`src/rtl/sdram_data_path_if.sv`:
```
// Bank-side and pin-side bus of the SDRAM data-path slice.
// The controller/bench drives the master side and the data path sits on the slave side.
interface sdram_data_path_if #(
  parameter int unsigned DW = 32,
  parameter int unsigned NB = 4
);
  localparam int unsigned BW = DW / 8;

  logic [NB-1:0]    data_fetch;
  logic [NB-1:0]    rd_fetch;
  logic [NB*BW-1:0] wr_bena;
  logic [NB*DW-1:0] wr_data;
  logic [DW-1:0]    rd_data;
  logic [NB-1:0]    rd_valid;
  logic             err_clr;
  logic             err_multi;
  logic             err_coll;
  logic [BW-1:0]    sdram_dqm_n;
  logic             sdram_dq_oe;
  logic [DW-1:0]    sdram_dq_o;
  logic [DW-1:0]    sdram_dq_i;

  modport master (
    output data_fetch, rd_fetch, wr_bena, wr_data, err_clr, sdram_dq_i,
    input  rd_data, rd_valid, err_multi, err_coll, sdram_dqm_n, sdram_dq_oe, sdram_dq_o
  );

  modport slave (
    input  data_fetch, rd_fetch, wr_bena, wr_data, err_clr, sdram_dq_i,
    output rd_data, rd_valid, err_multi, err_coll, sdram_dqm_n, sdram_dq_oe, sdram_dq_o
  );
endinterface

```
`src/rtl/sdram_data_path.sv`:
```
// SDRAM data-path slice: latency-aligned write data selection into a registered DQ/DQM
// pipeline, tagged read capture, and sticky overlap/collision error flags.
module sdram_data_path #(
  parameter int unsigned DW      = 32,
  parameter int unsigned NB      = 4,
  parameter int unsigned WR_LAT  = 2,
  parameter int unsigned RD_LAT  = 4,
  parameter real         TCO_DLY = 4.5
) (
  input logic              clk,
  input logic              rst,
  sdram_data_path_if.slave bus
);
  localparam int unsigned BW = DW / 8;

  if (DW == 0 || (DW % 8) != 0) begin : g_bad_dw
    $error("DW must be a non-zero multiple of 8");
  end
  if (NB < 1 || NB > 8) begin : g_bad_nb
    $error("NB must be in 1..8");
  end
  if (WR_LAT < 1 || WR_LAT > 6) begin : g_bad_wr_lat
    $error("WR_LAT must be in 1..6");
  end
  if (RD_LAT < 2 || RD_LAT > 8) begin : g_bad_rd_lat
    $error("RD_LAT must be in 2..8");
  end
  if (TCO_DLY < 0.0) begin : g_bad_tco
    $error("TCO_DLY must not be negative");
  end

  function automatic logic multi_hot(input logic [NB-1:0] v);
    return (v & (v - NB'(1))) != '0;
  endfunction

  logic [NB-1:0] fe_q [WR_LAT];
  logic [NB-1:0] rs_q [RD_LAT];
  logic [NB-1:0] fe_s;

  logic [DW-1:0] a_data_q;
  logic [BW-1:0] a_dqm_n_q;
  logic          a_oe_q;
  logic [DW-1:0] dq_o_q;
  logic [BW-1:0] dqm_n_q;
  logic          dq_oe_q;
  logic [DW-1:0] rd_data_q;

  logic          err_multi_q, err_multi_d;
  logic          err_coll_q, err_coll_d;

  logic [DW-1:0] sel_data;
  logic [BW-1:0] sel_bena;
  logic          multi_ev;
  logic          coll_ev;

  assign fe_s = fe_q[WR_LAT-1];

  // AND-OR merge of every bank whose fetch tag reaches the sample cycle.
  always_comb begin
    sel_data = '0;
    sel_bena = '0;
    for (int unsigned b = 0; b < NB; b++) begin
      if (fe_s[b]) begin
        sel_data = sel_data | bus.wr_data[b*DW +: DW];
        sel_bena = sel_bena | bus.wr_bena[b*BW +: BW];
      end
    end
    if (fe_s == '0) begin
      sel_bena = '1;
    end
  end

  assign multi_ev = multi_hot(bus.data_fetch) | multi_hot(bus.rd_fetch);
  // A read whose tag is one stage from rd_valid is being sampled off the pins right now.
  assign coll_ev  = dq_oe_q & (|rs_q[RD_LAT-2]);

  always_comb begin
    err_multi_d = err_multi_q;
    err_coll_d  = err_coll_q;
    if (bus.err_clr) begin
      err_multi_d = 1'b0;
      err_coll_d  = 1'b0;
    end
    if (multi_ev) err_multi_d = 1'b1;
    if (coll_ev)  err_coll_d  = 1'b1;
  end

  always_ff @(posedge clk or posedge rst) begin
    if (rst) begin
      for (int unsigned i = 0; i < WR_LAT; i++) fe_q[i] <= '0;
      for (int unsigned i = 0; i < RD_LAT; i++) rs_q[i] <= '0;
      a_data_q    <= '0;
      a_dqm_n_q   <= '0;
      a_oe_q      <= 1'b0;
      dq_o_q      <= '0;
      dqm_n_q     <= '0;
      dq_oe_q     <= 1'b0;
      rd_data_q   <= '0;
      err_multi_q <= 1'b0;
      err_coll_q  <= 1'b0;
    end else begin
      fe_q[0] <= bus.data_fetch;
      for (int unsigned i = 1; i < WR_LAT; i++) fe_q[i] <= fe_q[i-1];
      rs_q[0] <= bus.rd_fetch;
      for (int unsigned i = 1; i < RD_LAT; i++) rs_q[i] <= rs_q[i-1];
      a_data_q    <= sel_data;
      a_dqm_n_q   <= ~sel_bena;
      a_oe_q      <= |fe_s;
      dq_o_q      <= a_data_q;
      dqm_n_q     <= a_dqm_n_q;
      dq_oe_q     <= a_oe_q;
      rd_data_q   <= bus.sdram_dq_i;
      err_multi_q <= err_multi_d;
      err_coll_q  <= err_coll_d;
    end
  end

  assign bus.rd_data     = rd_data_q;
  assign bus.rd_valid    = rs_q[RD_LAT-1];
  assign bus.err_multi   = err_multi_q;
  assign bus.err_coll    = err_coll_q;
  assign bus.sdram_dqm_n = dqm_n_q;
  assign bus.sdram_dq_oe = dq_oe_q;
  assign bus.sdram_dq_o  = dq_o_q;
endmodule
```
`src/flat_wrapper.sv`:
```
// flat-port wrapper written by rule: the top's interface ports become plain ports
module sdram_data_path_flat 
#(
  parameter int unsigned DW      = 32,
  parameter int unsigned NB      = 4,
  parameter int unsigned WR_LAT  = 2,
  parameter int unsigned RD_LAT  = 4,
  parameter real         TCO_DLY = 4.5
)
  (clk, rst, bus_data_fetch, bus_rd_fetch, bus_wr_bena, bus_wr_data, bus_err_clr, bus_sdram_dq_i, bus_rd_data, bus_rd_valid, bus_err_multi, bus_err_coll, bus_sdram_dqm_n, bus_sdram_dq_oe, bus_sdram_dq_o);
  sdram_data_path_if #(.DW(DW), .NB(NB)) bus_i ();
  input logic clk;
  input logic rst;
  input wire logic [$bits(bus_i.data_fetch)-1:0] bus_data_fetch;
  input wire logic [$bits(bus_i.rd_fetch)-1:0] bus_rd_fetch;
  input wire logic [$bits(bus_i.wr_bena)-1:0] bus_wr_bena;
  input wire logic [$bits(bus_i.wr_data)-1:0] bus_wr_data;
  input wire logic [$bits(bus_i.err_clr)-1:0] bus_err_clr;
  input wire logic [$bits(bus_i.sdram_dq_i)-1:0] bus_sdram_dq_i;
  output wire logic [$bits(bus_i.rd_data)-1:0] bus_rd_data;
  output wire logic [$bits(bus_i.rd_valid)-1:0] bus_rd_valid;
  output wire logic [$bits(bus_i.err_multi)-1:0] bus_err_multi;
  output wire logic [$bits(bus_i.err_coll)-1:0] bus_err_coll;
  output wire logic [$bits(bus_i.sdram_dqm_n)-1:0] bus_sdram_dqm_n;
  output wire logic [$bits(bus_i.sdram_dq_oe)-1:0] bus_sdram_dq_oe;
  output wire logic [$bits(bus_i.sdram_dq_o)-1:0] bus_sdram_dq_o;
  assign bus_i.data_fetch = bus_data_fetch;
  assign bus_i.rd_fetch = bus_rd_fetch;
  assign bus_i.wr_bena = bus_wr_bena;
  assign bus_i.wr_data = bus_wr_data;
  assign bus_i.err_clr = bus_err_clr;
  assign bus_i.sdram_dq_i = bus_sdram_dq_i;
  assign bus_rd_data = bus_i.rd_data;
  assign bus_rd_valid = bus_i.rd_valid;
  assign bus_err_multi = bus_i.err_multi;
  assign bus_err_coll = bus_i.err_coll;
  assign bus_sdram_dqm_n = bus_i.sdram_dqm_n;
  assign bus_sdram_dq_oe = bus_i.sdram_dq_oe;
  assign bus_sdram_dq_o = bus_i.sdram_dq_o;
  sdram_data_path #(.DW(DW), .NB(NB), .WR_LAT(WR_LAT), .RD_LAT(RD_LAT), .TCO_DLY(TCO_DLY)) u_core (.clk(clk), .rst(rst), .bus(bus_i));
endmodule
```
`config.mk`:
```
export PLATFORM = sky130hd
export DESIGN_NAME = sdram_data_path_flat
export DESIGN_NICKNAME = d
export VERILOG_FILES = /design/src/rtl/sdram_data_path_if.sv /design/src/rtl/sdram_data_path.sv /design/src/flat_wrapper.sv
export SDC_FILE = /design/constraint.sdc
export NUM_CORES = 1
export LEC_CHECK = 0
export CAP_MARGIN = 15
export CORE_UTILIZATION = 39
export DETAILED_ROUTE_END_ITERATION = 12
export PLACE_DENSITY = 0.9
export SKIP_LAST_GASP = 1
export SLEW_MARGIN = 20
export SYNTH_ARGS = -nofsm -noshare
export SYNTH_HDL_FRONTEND = slang
export SYNTH_SLANG_ARGS = --single-unit
```
`constraint.sdc`:
```
create_clock -name clk -period 8.3 [get_ports clk]
set_input_delay 1.66 -clock clk [delete_from_list [all_inputs] [get_ports clk]]
set_output_delay 1.66 -clock clk [all_outputs]
set_load 0.1 [all_outputs]
```
==> flow_summary.ini <==
[cells_and_area]
area_growth_syn_to_layout_pct = 78.0
num-fill-cells = 709
final_core_util_pct = 72.3
drive_gt1_share_pct = 7.66
nNetsFinal = 722
antennaDiodeCount = 0

[worst_setup_path]
startpoint = u_core.bus.rd_data[0]
critPathLaunchType = flip-flop
path_max_fanout = 1
crit_buf_inv = 1
r2r_slack_ns = 6.43
cp.depth = 1
crit_family = buffers and inverters
regToRegStartpoint = u_core.fe_s[0]
r2r-end = u_core.a_dqm_n_q[2]
crit_required_ns = 6.64
critPathMaxStageDelay_ns = 1.14
critPathKind = flip-flop to output port
path_cells = clkdlybuf4s50_1
r2r_cells = 4
crit_path_end_kind = output port
arrival_ns = 2.01
crit_slowest_cell = clkdlybuf4s50_1
endpoint = bus_rd_data[0]

[global_routing]
grt_util_all_layers_pct = 22.9
grt_overflow = 0
grt_pass1_vias = 3644
antenna_found_initial = 0
grt_max_degree = 71
grt_pass1_wl_um = 19000

[cts]
h-tree-depth = 4
hold_buffers = 0
cts_tree = done
clock_path_buffers = 2
clock_latency_ns = 0.49
cts_resized = 0
post-cts-setup-buffers = 0
clkSinkCount = 132
ctsRootBufferMaster = clkbuf_8
cts_buffers = 17
clk_pin_slew_worst_paths_ns = 0.06

[floorplanning]
die_h_um = 106
initial_utilization_pct = 40.6
core_um2 = 10400
fp.dieW_um = 106
row_count = 37
io_pins = 262
die_area_um2 = 11300

[sta]
setup_viol = 0
setup_slack_ns = 4.63
hold_violations = 0
max_freq_mhz = 273
fin_crit_sh_pct = 44.2
setup_tns_ns = 0
fin_skew_ns = 0.00847
worstMarginPinSlew_ns = 1.02
slew_violations = 0
post-route-min-period_ns = 3.67
maxSlewHeadroom_pct = 32.0
rsz0062_at_grt = no

[drt]
wl_um = 12500
avgRoutedWirePerCell_um = 18.2
firstDrtPassIters = 6
first_iter_violations = 166
drc = 0
antenna_left = 0
via_per_inst = 4.93
vias = 3375

[synthesis]
synthFlopType = dfrtp_1
seq_area_frac_synth_pct = 78.1
yosysUniqueCellTypes = 18
yosysWarnings = 0
ys_seq_elements = 132
synth_area_um2 = 4230
synth-edff-count = 0
synth.avg_cell_area_um2 = 15.7
synth_top_area_share_pct = 78.1
yosysMostFrequentCell = dfrtp_1
syn-num-nets = 457
netlist.top_cell.by_area = dfrtp_1
syn_inst = 270
synth.top_cells.by_area = dfrtp_1 78%, a22oi_1 11%, nand2_1 2.8%
ys_top_cells_by_count = 132 x dfrtp_1, 64 x a22oi_1, 32 x nand2_1
async_flop_share_pct = 100

[placed_design]
dp_hpwl_um = 9270
numPortBuffers = 261
finalWeightedCongestion = 0.824
place_ws_ns = 4.83

[power_and_ir_drop]
leakage_uw = 0.00313
power.density_nw_per_um2 = 243
ir_drop_v = 0.000124

[worst_hold_path]
min_path_cells = 0
worstHoldPathType = flip-flop to flip-flop

[run_status]
status = completed

[run]
drv_cap = 0
## flip-flops by register name, indices dropped and copies added (netlist names)
name,cells
u_core.bus.sdram_dqm_n,4
u_core.fe_q,4
u_core.bus.sdram_dq_o,32
u_core.a_data_q,32
u_core.fe_s,4
u_core.a_dqm_n_q,4
u_core.bus.rd_valid,4
u_core.bus.rd_data,32
u_core.rs_q,12
u_core.bus.err_multi,1
u_core.a_oe_q,1
u_core.bus.sdram_dq_oe,1
u_core.bus.err_coll,1
## worst reg2reg max path: cells and delay by family (launching register included)
family                 cells  cell delay [ns]
DFF                        1             0.65
AOI/OAI and AO/OA          2             0.52
buffers and inverters      1             0.43
and+or+nand+nor            1             0.15
## logic make-up after synthesis
| logic type | Yosys count | share of synthesized area [%] |
|---|---|---|
| DFF | 132 | 78.1 |
| AOI/OAI and AO/OA | 78 | 14.7 |
| and+or+nand+nor | 35 | 3.55 |
| buffers and inverters | 24 | 3.37 |
| adders and majority gates | 1 | 0.237 |
## layout by cell type, fill, tap and decap left out
master           count
maj3_1               1
buf_4                5
inv_1                3
nor2_1               1
bufinv_16            3
o41ai_1              1
o22ai_1              1
clkinvlp_4           3
a221o_1              4
clkinv_2             3
clkbuf_1             1
o21bai_1             1
clkbuf_8             3
nor3_1               1
a22oi_1             64
inv_6                2
a211oi_1             2
clkbuf_16           16
nand2_1             32
a221oi_2             4
clkdlybuf4s50_1    261
dfrtp_1            132
o21ai_0              1
nor4_4               1
clkinv_4             2
## layer usage
metal / wire length (um) / up-vias / global-route usage, %
met5: 0 / - / 0
met4: 244 / 0 / 9.62
met3: 968 / 20 / 6.44
met2: 6660 / 210 / 41.6
met1: 4600 / 1641 / 25.0
li1: - / 1504 / -
## final cells by class
cell class,instances,area (um2),share of cell area (%)
inverters,4,20.0,0.266
clock inverters,12,154,2.04
well taps,136,170,2.26
repair buffers,266,2650,35.2
flip-flops and latches,132,3300,43.9
clock buffers,20,445,5.92
multi-input cells,114,783,10.4
## how the worst min path moves through the flow
stage / startpoint / endpoint / slack, ns
final: u_core.rs_q[14] / u_core.rs_q[10] / 0.35
after global routing: u_core.a_data_q[26] / u_core.bus.sdram_dq_o[26] / 0.35
after CTS: u_core.a_data_q[26] / u_core.bus.sdram_dq_o[26] / 0.35
after detailed placement: u_core.a_dqm_n_q[0] / u_core.bus.sdram_dqm_n[0] / 0.33
after global placement: u_core.rs_q[8] / u_core.rs_q[4] / 0.33
after floorplan: u_core.a_data_q[0] / u_core.bus.sdram_dq_o[0] / 0.33
## stage by stage
step	hold WS [ns]	total power (uW)	cell area [um2]	cells
after detailed placement	0.335	1100	6930	652
final	0.346	1830	7530	684
after CTS	0.348	1850	7530	684
after floorplan	0.331	942	4230	270
after global placement	0.331	1100	6930	652
after global routing	0.349	1890	7530	684
## power by group
part	switching [uW]	total (uW)	internal [uW]	leakage [uW]
sequential	16.7	705	688	0.00147
clock	264	738	474	0.000287
combinational	251	386	135	0.00137
Power figures use the tool's default switching activity.
